`config.mk`:
```
export PLATFORM = sky130hd
export DESIGN_NAME = wait_state_memory
export DESIGN_NICKNAME = d
export VERILOG_FILES = /design/src/rtl/wait_state_memory.sv
export SDC_FILE = /design/constraint.sdc
export NUM_CORES = 2
export LEC_CHECK = 0
export CORE_MARGIN = 4
export CORE_UTILIZATION = 60
export DETAILED_ROUTE_END_ITERATION = 10
export GPL_ROUTABILITY_DRIVEN = 1
export PLACE_DENSITY = 0.76
export SETUP_SLACK_MARGIN = 0.2
export SLEW_MARGIN = 20
export SYNTH_ARGS = -nofsm -noshare
export SYNTH_HDL_FRONTEND = slang
export SYNTH_SLANG_ARGS = --single-unit
```
`constraint.sdc`:
```
create_clock -name clk -period 6.6 [get_ports clk]
set_input_delay 1.32 -clock clk [delete_from_list [all_inputs] [get_ports clk]]
set_output_delay 1.32 -clock clk [all_outputs]
set_load 0.05 [all_outputs]
```
`src/rtl/wait_state_memory.sv`:
```
// wait_state_memory: block-organised memory with a fixed access latency.
// An access is accepted in IDLE, waits LATENCY-1 cycles in WAIT, and
// completes in DONE with a one-cycle u_ready pulse. Requests arriving
// while busy are dropped, and the requester must re-issue them.
// Optional macro WAIT_STATE_MEMORY_INIT_PATTERN_EN: when it is defined,
// word j of block i powers up as (WORDS_PER_BLOCK*i+j) mod 2**WORD_W.
// When it is undefined, every word powers up as zero.
module wait_state_memory #(
    parameter int ADDR_W          = 6,
    parameter int WORD_W          = 8,
    parameter int WORDS_PER_BLOCK = 4,
    parameter int LATENCY         = 3
) (
    input  logic                              clk,
    input  logic                              rst_n,
    input  logic                              u_request,
    input  logic                              u_we,
    input  logic [WORDS_PER_BLOCK-1:0]        u_be,
    input  logic [ADDR_W-1:0]                 u_addr,
    input  logic [WORD_W*WORDS_PER_BLOCK-1:0] u_din,
    output logic                              u_busy,
    output logic                              u_ready,
    output logic [WORD_W*WORDS_PER_BLOCK-1:0] u_dout
);

    localparam int         BW       = WORD_W * WORDS_PER_BLOCK;
    localparam int         DEPTH    = 1 << ADDR_W;
    localparam logic [3:0] CNT_LOAD = 4'(LATENCY - 1);
`ifdef WAIT_STATE_MEMORY_INIT_PATTERN_EN
    localparam bit INIT_PATTERN = 1'b1;
`else
    localparam bit INIT_PATTERN = 1'b0;
`endif

    typedef enum logic [1:0] {S_IDLE, S_WAIT, S_DONE} state_t;

    // Power-up contents of block i (only applied at time zero, never by reset).
    function automatic logic [BW-1:0] init_blk(input int i);
        logic [BW-1:0] v;
        v = '0;
        if (INIT_PATTERN)
            for (int j = 0; j < WORDS_PER_BLOCK; j++)
                v[WORD_W*j +: WORD_W] = WORD_W'(WORDS_PER_BLOCK * i + j);
        return v;
    endfunction

    state_t                       state_q, state_d;
    logic [3:0]                   cnt_q, cnt_d;
    logic                         busy_q, busy_d;
    logic                         ready_q, ready_d;
    logic [BW-1:0]                dout_q, dout_d;
    logic                         we_q, we_d;
    logic [WORDS_PER_BLOCK-1:0]   be_q, be_d;
    logic [ADDR_W-1:0]            addr_q, addr_d;
    logic [BW-1:0]                din_q, din_d;

    // Effective access fields: live inputs on the accepting edge (needed when
    // LATENCY=1 commits on that same edge), latched copies afterwards.
    logic                         acc_we;
    logic [WORDS_PER_BLOCK-1:0]   acc_be;
    logic [ADDR_W-1:0]            acc_addr;
    logic [BW-1:0]                acc_din;
    logic                         commit;
    logic                         wr_en;
    logic [BW-1:0]                rd_blk [DEPTH];

    // Next-state, counter, latch and registered-output logic.
    always_comb begin
        state_d  = state_q;
        cnt_d    = cnt_q;
        we_d     = we_q;
        be_d     = be_q;
        addr_d   = addr_q;
        din_d    = din_q;
        commit   = 1'b0;
        acc_we   = (state_q == S_IDLE) ? u_we   : we_q;
        acc_be   = (state_q == S_IDLE) ? u_be   : be_q;
        acc_addr = (state_q == S_IDLE) ? u_addr : addr_q;
        acc_din  = (state_q == S_IDLE) ? u_din  : din_q;
        case (state_q)
            S_IDLE: begin
                if (u_request) begin
                    we_d   = u_we;
                    be_d   = u_be;
                    addr_d = u_addr;
                    din_d  = u_din;
                    cnt_d  = CNT_LOAD;
                    if (LATENCY == 1) begin
                        state_d = S_DONE;
                        commit  = 1'b1;
                    end else begin
                        state_d = S_WAIT;
                    end
                end
            end
            S_WAIT: begin
                cnt_d = cnt_q - 4'd1;
                if (cnt_q == 4'd1) begin
                    state_d = S_DONE;
                    commit  = 1'b1;
                end
            end
            S_DONE:  state_d = S_IDLE;
            default: state_d = S_IDLE;
        endcase
        // Gating with rst_n keeps a clock edge during reset from committing.
        wr_en   = commit & acc_we & rst_n;
        dout_d  = (commit && !acc_we) ? rd_blk[acc_addr] : dout_q;
        busy_d  = (state_d != S_IDLE);
        ready_d = (state_d == S_DONE);
    end

    // Control FSM and registered outputs; reset aborts any in-flight access.
    always_ff @(posedge clk or negedge rst_n) begin
        if (!rst_n) begin
            state_q <= S_IDLE;
            cnt_q   <= '0;
            busy_q  <= 1'b0;
            ready_q <= 1'b0;
            dout_q  <= '0;
            we_q    <= 1'b0;
            be_q    <= '0;
            addr_q  <= '0;
            din_q   <= '0;
        end else begin
            state_q <= state_d;
            cnt_q   <= cnt_d;
            busy_q  <= busy_d;
            ready_q <= ready_d;
            dout_q  <= dout_d;
            we_q    <= we_d;
            be_q    <= be_d;
            addr_q  <= addr_d;
            din_q   <= din_d;
        end
    end

    assign u_busy  = busy_q;
    assign u_ready = ready_q;
    assign u_dout  = dout_q;

    // Storage: one register per block, with byte-lane style word enables.
    for (genvar i = 0; i < DEPTH; i++) begin : g_blk
        logic [BW-1:0] blk_q = init_blk(i);
        logic [BW-1:0] blk_d;

        // Merge enabled words of the committing write into this block.
        always_comb begin
            blk_d = blk_q;
            if (wr_en && acc_addr == ADDR_W'(i))
                for (int j = 0; j < WORDS_PER_BLOCK; j++)
                    if (acc_be[j])
                        blk_d[WORD_W*j +: WORD_W] = acc_din[WORD_W*j +: WORD_W];
        end

        // Contents survive reset, so this register has no reset term.
        always_ff @(posedge clk) begin
            blk_q <= blk_d;
        end

        assign rd_blk[i] = blk_q;
    end

endmodule

```
==> results.txt <==
* Outcome: finished clean
- Initial Utilization: 60.58%
- Rel. slew slack: 24.40%
* Buffers added on ports: 79
- Top cell type by total area after synthesis: sky130_fd_sc_hd__edfxtp_1
- DP Area: roughly 0.082 mm²
- Share of final-layout standard cells stronger than drive strength 1: under 10%
* Count of unique library cells instantiated by Yosys: 51
* Top cells by area, synth: sky130_fd_sc_hd__edfxtp_1 77%, sky130_fd_sc_hd__a22oi_1 5.4%, sky130_fd_sc_hd__a221o_1 2.8%, sky130_fd_sc_hd__dfrtp_1 2.6%, sky130_fd_sc_hd__a221oi_1 2.5%
- For this run, the top clock speed supported by timing is 214.7 MHz.
* Number of post-CTS setup repair buffers: 0
- Number of hold buffers added after CTS: 0
* Top cells by count, synth: 2048 x sky130_fd_sc_hd__edfxtp_1, 574 x sky130_fd_sc_hd__a22oi_1, 395 x sky130_fd_sc_hd__nand3_1
- In the synthesized netlist the async set-or-reset flop fraction comes to 3.895%.
- Hold path startpoint: din_q[8]$_DFFE_PN0P_
- Required arrival time at the worst endpoint: 7.07 ns
- Number of design-rule violations left by the first detailed-router iteration: 7861
- Tracing the worst setup path back leads to its startpoint at state_q[1]$_DFF_PN0_.
- Slew of the pin with the lowest slew margin: roughly 1.1 ns
* Worst vdd rail ir drop: 0.0005232 V
- Routability-driven placement finished with a final weighted congestion of between 0.8 and 0.9.
* Standard-cell rows: 133
- Max-Cap Viols: 0
- Among all flip-flop cells after synthesis, the most frequent one is sky130_fd_sc_hd__edfxtp_1.
- The path class of the tightest hold or removal check is reg2reg.
* Period utilisation layout: 70.58%
* Core footprint: roughly 0.13 mm²
* Total grt overflow: 0
* Total power per unit cell area: 487.7 mW/mm²
* Final routed DRC violation total: 0
- Total of warnings raised by yosys: 0
- Post-CTS repair changed the size of 0 cells.
- Across all layers, the routed design uses roughly 47000 vias.
- Instance count of the mapped netlist: around 4700
- In the post-synthesis netlist, the cell with the most instances is sky130_fd_sc_hd__edfxtp_1.
- Layout net count: between 4000 and 5000
- HPWL after DPL: roughly 120 mm
- In this run the horizontal extent of the chip is 373.0 µm.
- Latest clock arrival within the worst-skew pair: 0.81 ns
- Part of the Yosys area used for sequential elements: 79.52%
- In this run the deepest clock path goes through 3 buffers.
- By startpoint and endpoint, the worst setup path is classified as reg2reg.
- TritonCTS built the clock tree.
- The startpoint identified for the worst register-to-register timing path is state_q[1]$_DFF_PN0_.
- Before antenna repair, the detailed router went through 8 iterations.
- Avg Cell Area, Syn: 17.05 µm²
* Count of flip-flops with a built-in enable after synthesis: a little over 2000
- The tree is rooted in a sky130_fd_sc_hd__clkbuf_16.
* Number of global-route vias before repair: 45380
- Kind of start point of the critical path: flop
- The floorplan step defined a die boundary enclosing around 0.14 mm².
- Average via count per standard cell: 7.133
- The clock arrives with about 0.026 ns of skew.
* Synth Cell Area: between 0.07 and 0.08 mm²
* # setup viols final: 0
- From synthesis to final layout, the design area changed by 10.76%.
- Counting every sink on the clock net gives ~2100.
- In this run the number of H-tree levels came out at 4.
* Final non-filler cell total: 6628
- After detailed placement, the design holds a cell count of 6271.
- The first global-routing pass estimated roughly 310 mm of wire.
* Setup repair after global routing missed its margin: false
* Minimum clock period: 4.658 ns
* Critical path peak fanout: 42
- The number of clock buffers added by TritonCTS is 194.
* Detail Route Antenna Nets: 0
- Post-route cell area: 0.08855 mm²
* Crit path arrival time: 5.13 ns
* Clk pin slew, worst setup/hold paths: approximately 0.060 ns
- Sum of negative setup slack: 0 ns
* Die extent in y: between 300 and 400 µm
- Synthesis produced a netlist with a net count of 4736.
- Area share of the largest cell type after synthesis: between 70% and 80%
- The routed design has 208.8 mm of wire.
- The count of pins over their slew limit was 0.
- The final hold violation count came to 0.
- The initial antenna violation count is 4.
- Detailed-route wire length per cell: 31.50 µm
* Crit end category: flop
* Pin count of the biggest net entering global routing: 160
- All-layer global routing usage: 29.45%
* Leakage power: roughly 28 nW
- After synthesis the netlist holds a flip-flop and latch count of 2131.
- I/O Pins: 80
## area by class of cell
class | instances | area (µm²)
Fill cell | 8257 | 43410
Clock buffer | 268 | 5361
Timing Repair Buffer | 183 | 1769
Sequential cell | 2131 | 63580
Multi-Input combinational cell | 2197 | 14800
Antenna cell | 4 | 10.01
Tap cell | 1755 | 2196
Clock inverter | 85 | 822.0
Inverter | 5 | 18.77
## where the power goes
group	total, mW	internal [mW]	switching [mW]
sequential	17.7	17.4	0.289
clock	11.1	6.31	4.74
combinational	14.4	3.76	10.7
total	43.2	27.5	15.7
## worst max-delay path, cell delays in order, from the launching register on
cell and delay (ns):
sky130_fd_sc_hd__dfrtp_1 0.53, sky130_fd_sc_hd__nor2_8 0.43, sky130_fd_sc_hd__buf_4 0.64, sky130_fd_sc_hd__nor3b_1 0.17
sky130_fd_sc_hd__a31oi_4 0.77, sky130_fd_sc_hd__nand2b_2 0.88, sky130_fd_sc_hd__buf_4 0.53, sky130_fd_sc_hd__nor2_1 0.33
## through the flow
| step | power [mW] | hold slack [ns] | worst slack, ns | utilization (%) |
|---|---|---|---|---|
| after floorplan | 26.28 | 0.4417 | 3.130 | - |
| after global placement | 31.63 | 0.4535 | 1.670 | 62.39 |
| after detailed placement | 32.00 | 0.4618 | 1.670 | 62.39 |
| after CTS | 42.86 | 0.4638 | 2.079 | 67.08 |
| after global routing | 44.44 | 0.4947 | 1.853 | 67.09 |
| final | 43.18 | 0.4736 | 1.942 | 67.10 |
## state kept, by name (all words and copies together) (netlist names)
name	cells
state_q	2
u_dout	32
u_ready	1
we_q	1
din_q	32
u_busy	1
be_q	4
addr_q	6
cnt_q	4
g_blk.blk_q	2048
## worst paths after layout
path | slack (ns) | end | depth (start not counted)
worst max-delay path | 1.94 | g_blk[35].blk_q[21]$_DFFE_PP_ | 7
worst min-delay path | 0.47 | din_q[8]$_DFFE_PN0P_ | 2
worst max register to register | 1.94 | g_blk[35].blk_q[21]$_DFFE_PP_ | 7
worst min register to register | 0.47 | din_q[8]$_DFFE_PN0P_ | 2
max in group asynchronous | 4.78 | u_dout[20]$_DFFE_PN0P_ | 2
min in group asynchronous | 0.50 | din_q[7]$_DFFE_PN0P_ | 1
## layer usage
layer / GRT usage [%] / share of wire (%) / up-vias
li1: - / - / 19480
met1: 41.20 / 36 / 23670
met2: 45.53 / 47 / 3552
met3: 7.176 / 12 / 577
met4: 11.25 / 4.2 / 2
met5: 0 / 0.0062 / -
## cell usage in the layout, fill, tap and decap left out, types with 4 or more instances in the layout
master / n
sky130_fd_sc_hd__and3_1: 16
sky130_fd_sc_hd__nand4_1: 4
sky130_fd_sc_hd__mux2i_1: 4
sky130_fd_sc_hd__a311oi_1: 14
sky130_fd_sc_hd__nand3_1: 395
sky130_fd_sc_hd__bufinv_16: 17
sky130_fd_sc_hd__buf_4: 89
sky130_fd_sc_hd__dfrtp_1: 83
sky130_fd_sc_hd__nand2_1: 197
sky130_fd_sc_hd__o32a_1: 24
sky130_fd_sc_hd__clkinv_2: 26
sky130_fd_sc_hd__a31oi_1: 18
sky130_fd_sc_hd__nor2_2: 4
sky130_fd_sc_hd__diode_2: 4
sky130_fd_sc_hd__or4_1: 54
sky130_fd_sc_hd__mux2_4: 8
sky130_fd_sc_hd__a221oi_1: 228
sky130_fd_sc_hd__mux2_2: 26
sky130_fd_sc_hd__clkbuf_8: 8
sky130_fd_sc_hd__o21ai_0: 9
sky130_fd_sc_hd__edfxtp_1: 2048
sky130_fd_sc_hd__clkbuf_16: 201
sky130_fd_sc_hd__nor2_1: 282
sky130_fd_sc_hd__a221o_1: 222
sky130_fd_sc_hd__a22oi_1: 574
sky130_fd_sc_hd__inv_6: 4
sky130_fd_sc_hd__clkinv_1: 37
sky130_fd_sc_hd__buf_12: 16
sky130_fd_sc_hd__o22ai_1: 30
sky130_fd_sc_hd__nand2_4: 4
sky130_fd_sc_hd__clkdlybuf4s50_1: 78
sky130_fd_sc_hd__inv_1: 5
sky130_fd_sc_hd__clkbuf_1: 59
sky130_fd_sc_hd__a21oi_1: 28
sky130_fd_sc_hd__o22a_1: 6
## logic make-up after synthesis
kind of cell,count (synthesis),synth area share (%)
mux,41,0.5822
simple gates,981,5.648
compound gates,1173,12.02
buf+inv,360,2.196
fa+ha+maj,2,0.03129
flops,2131,79.52
No activity file was read; power rests on OpenSTA's default activity.
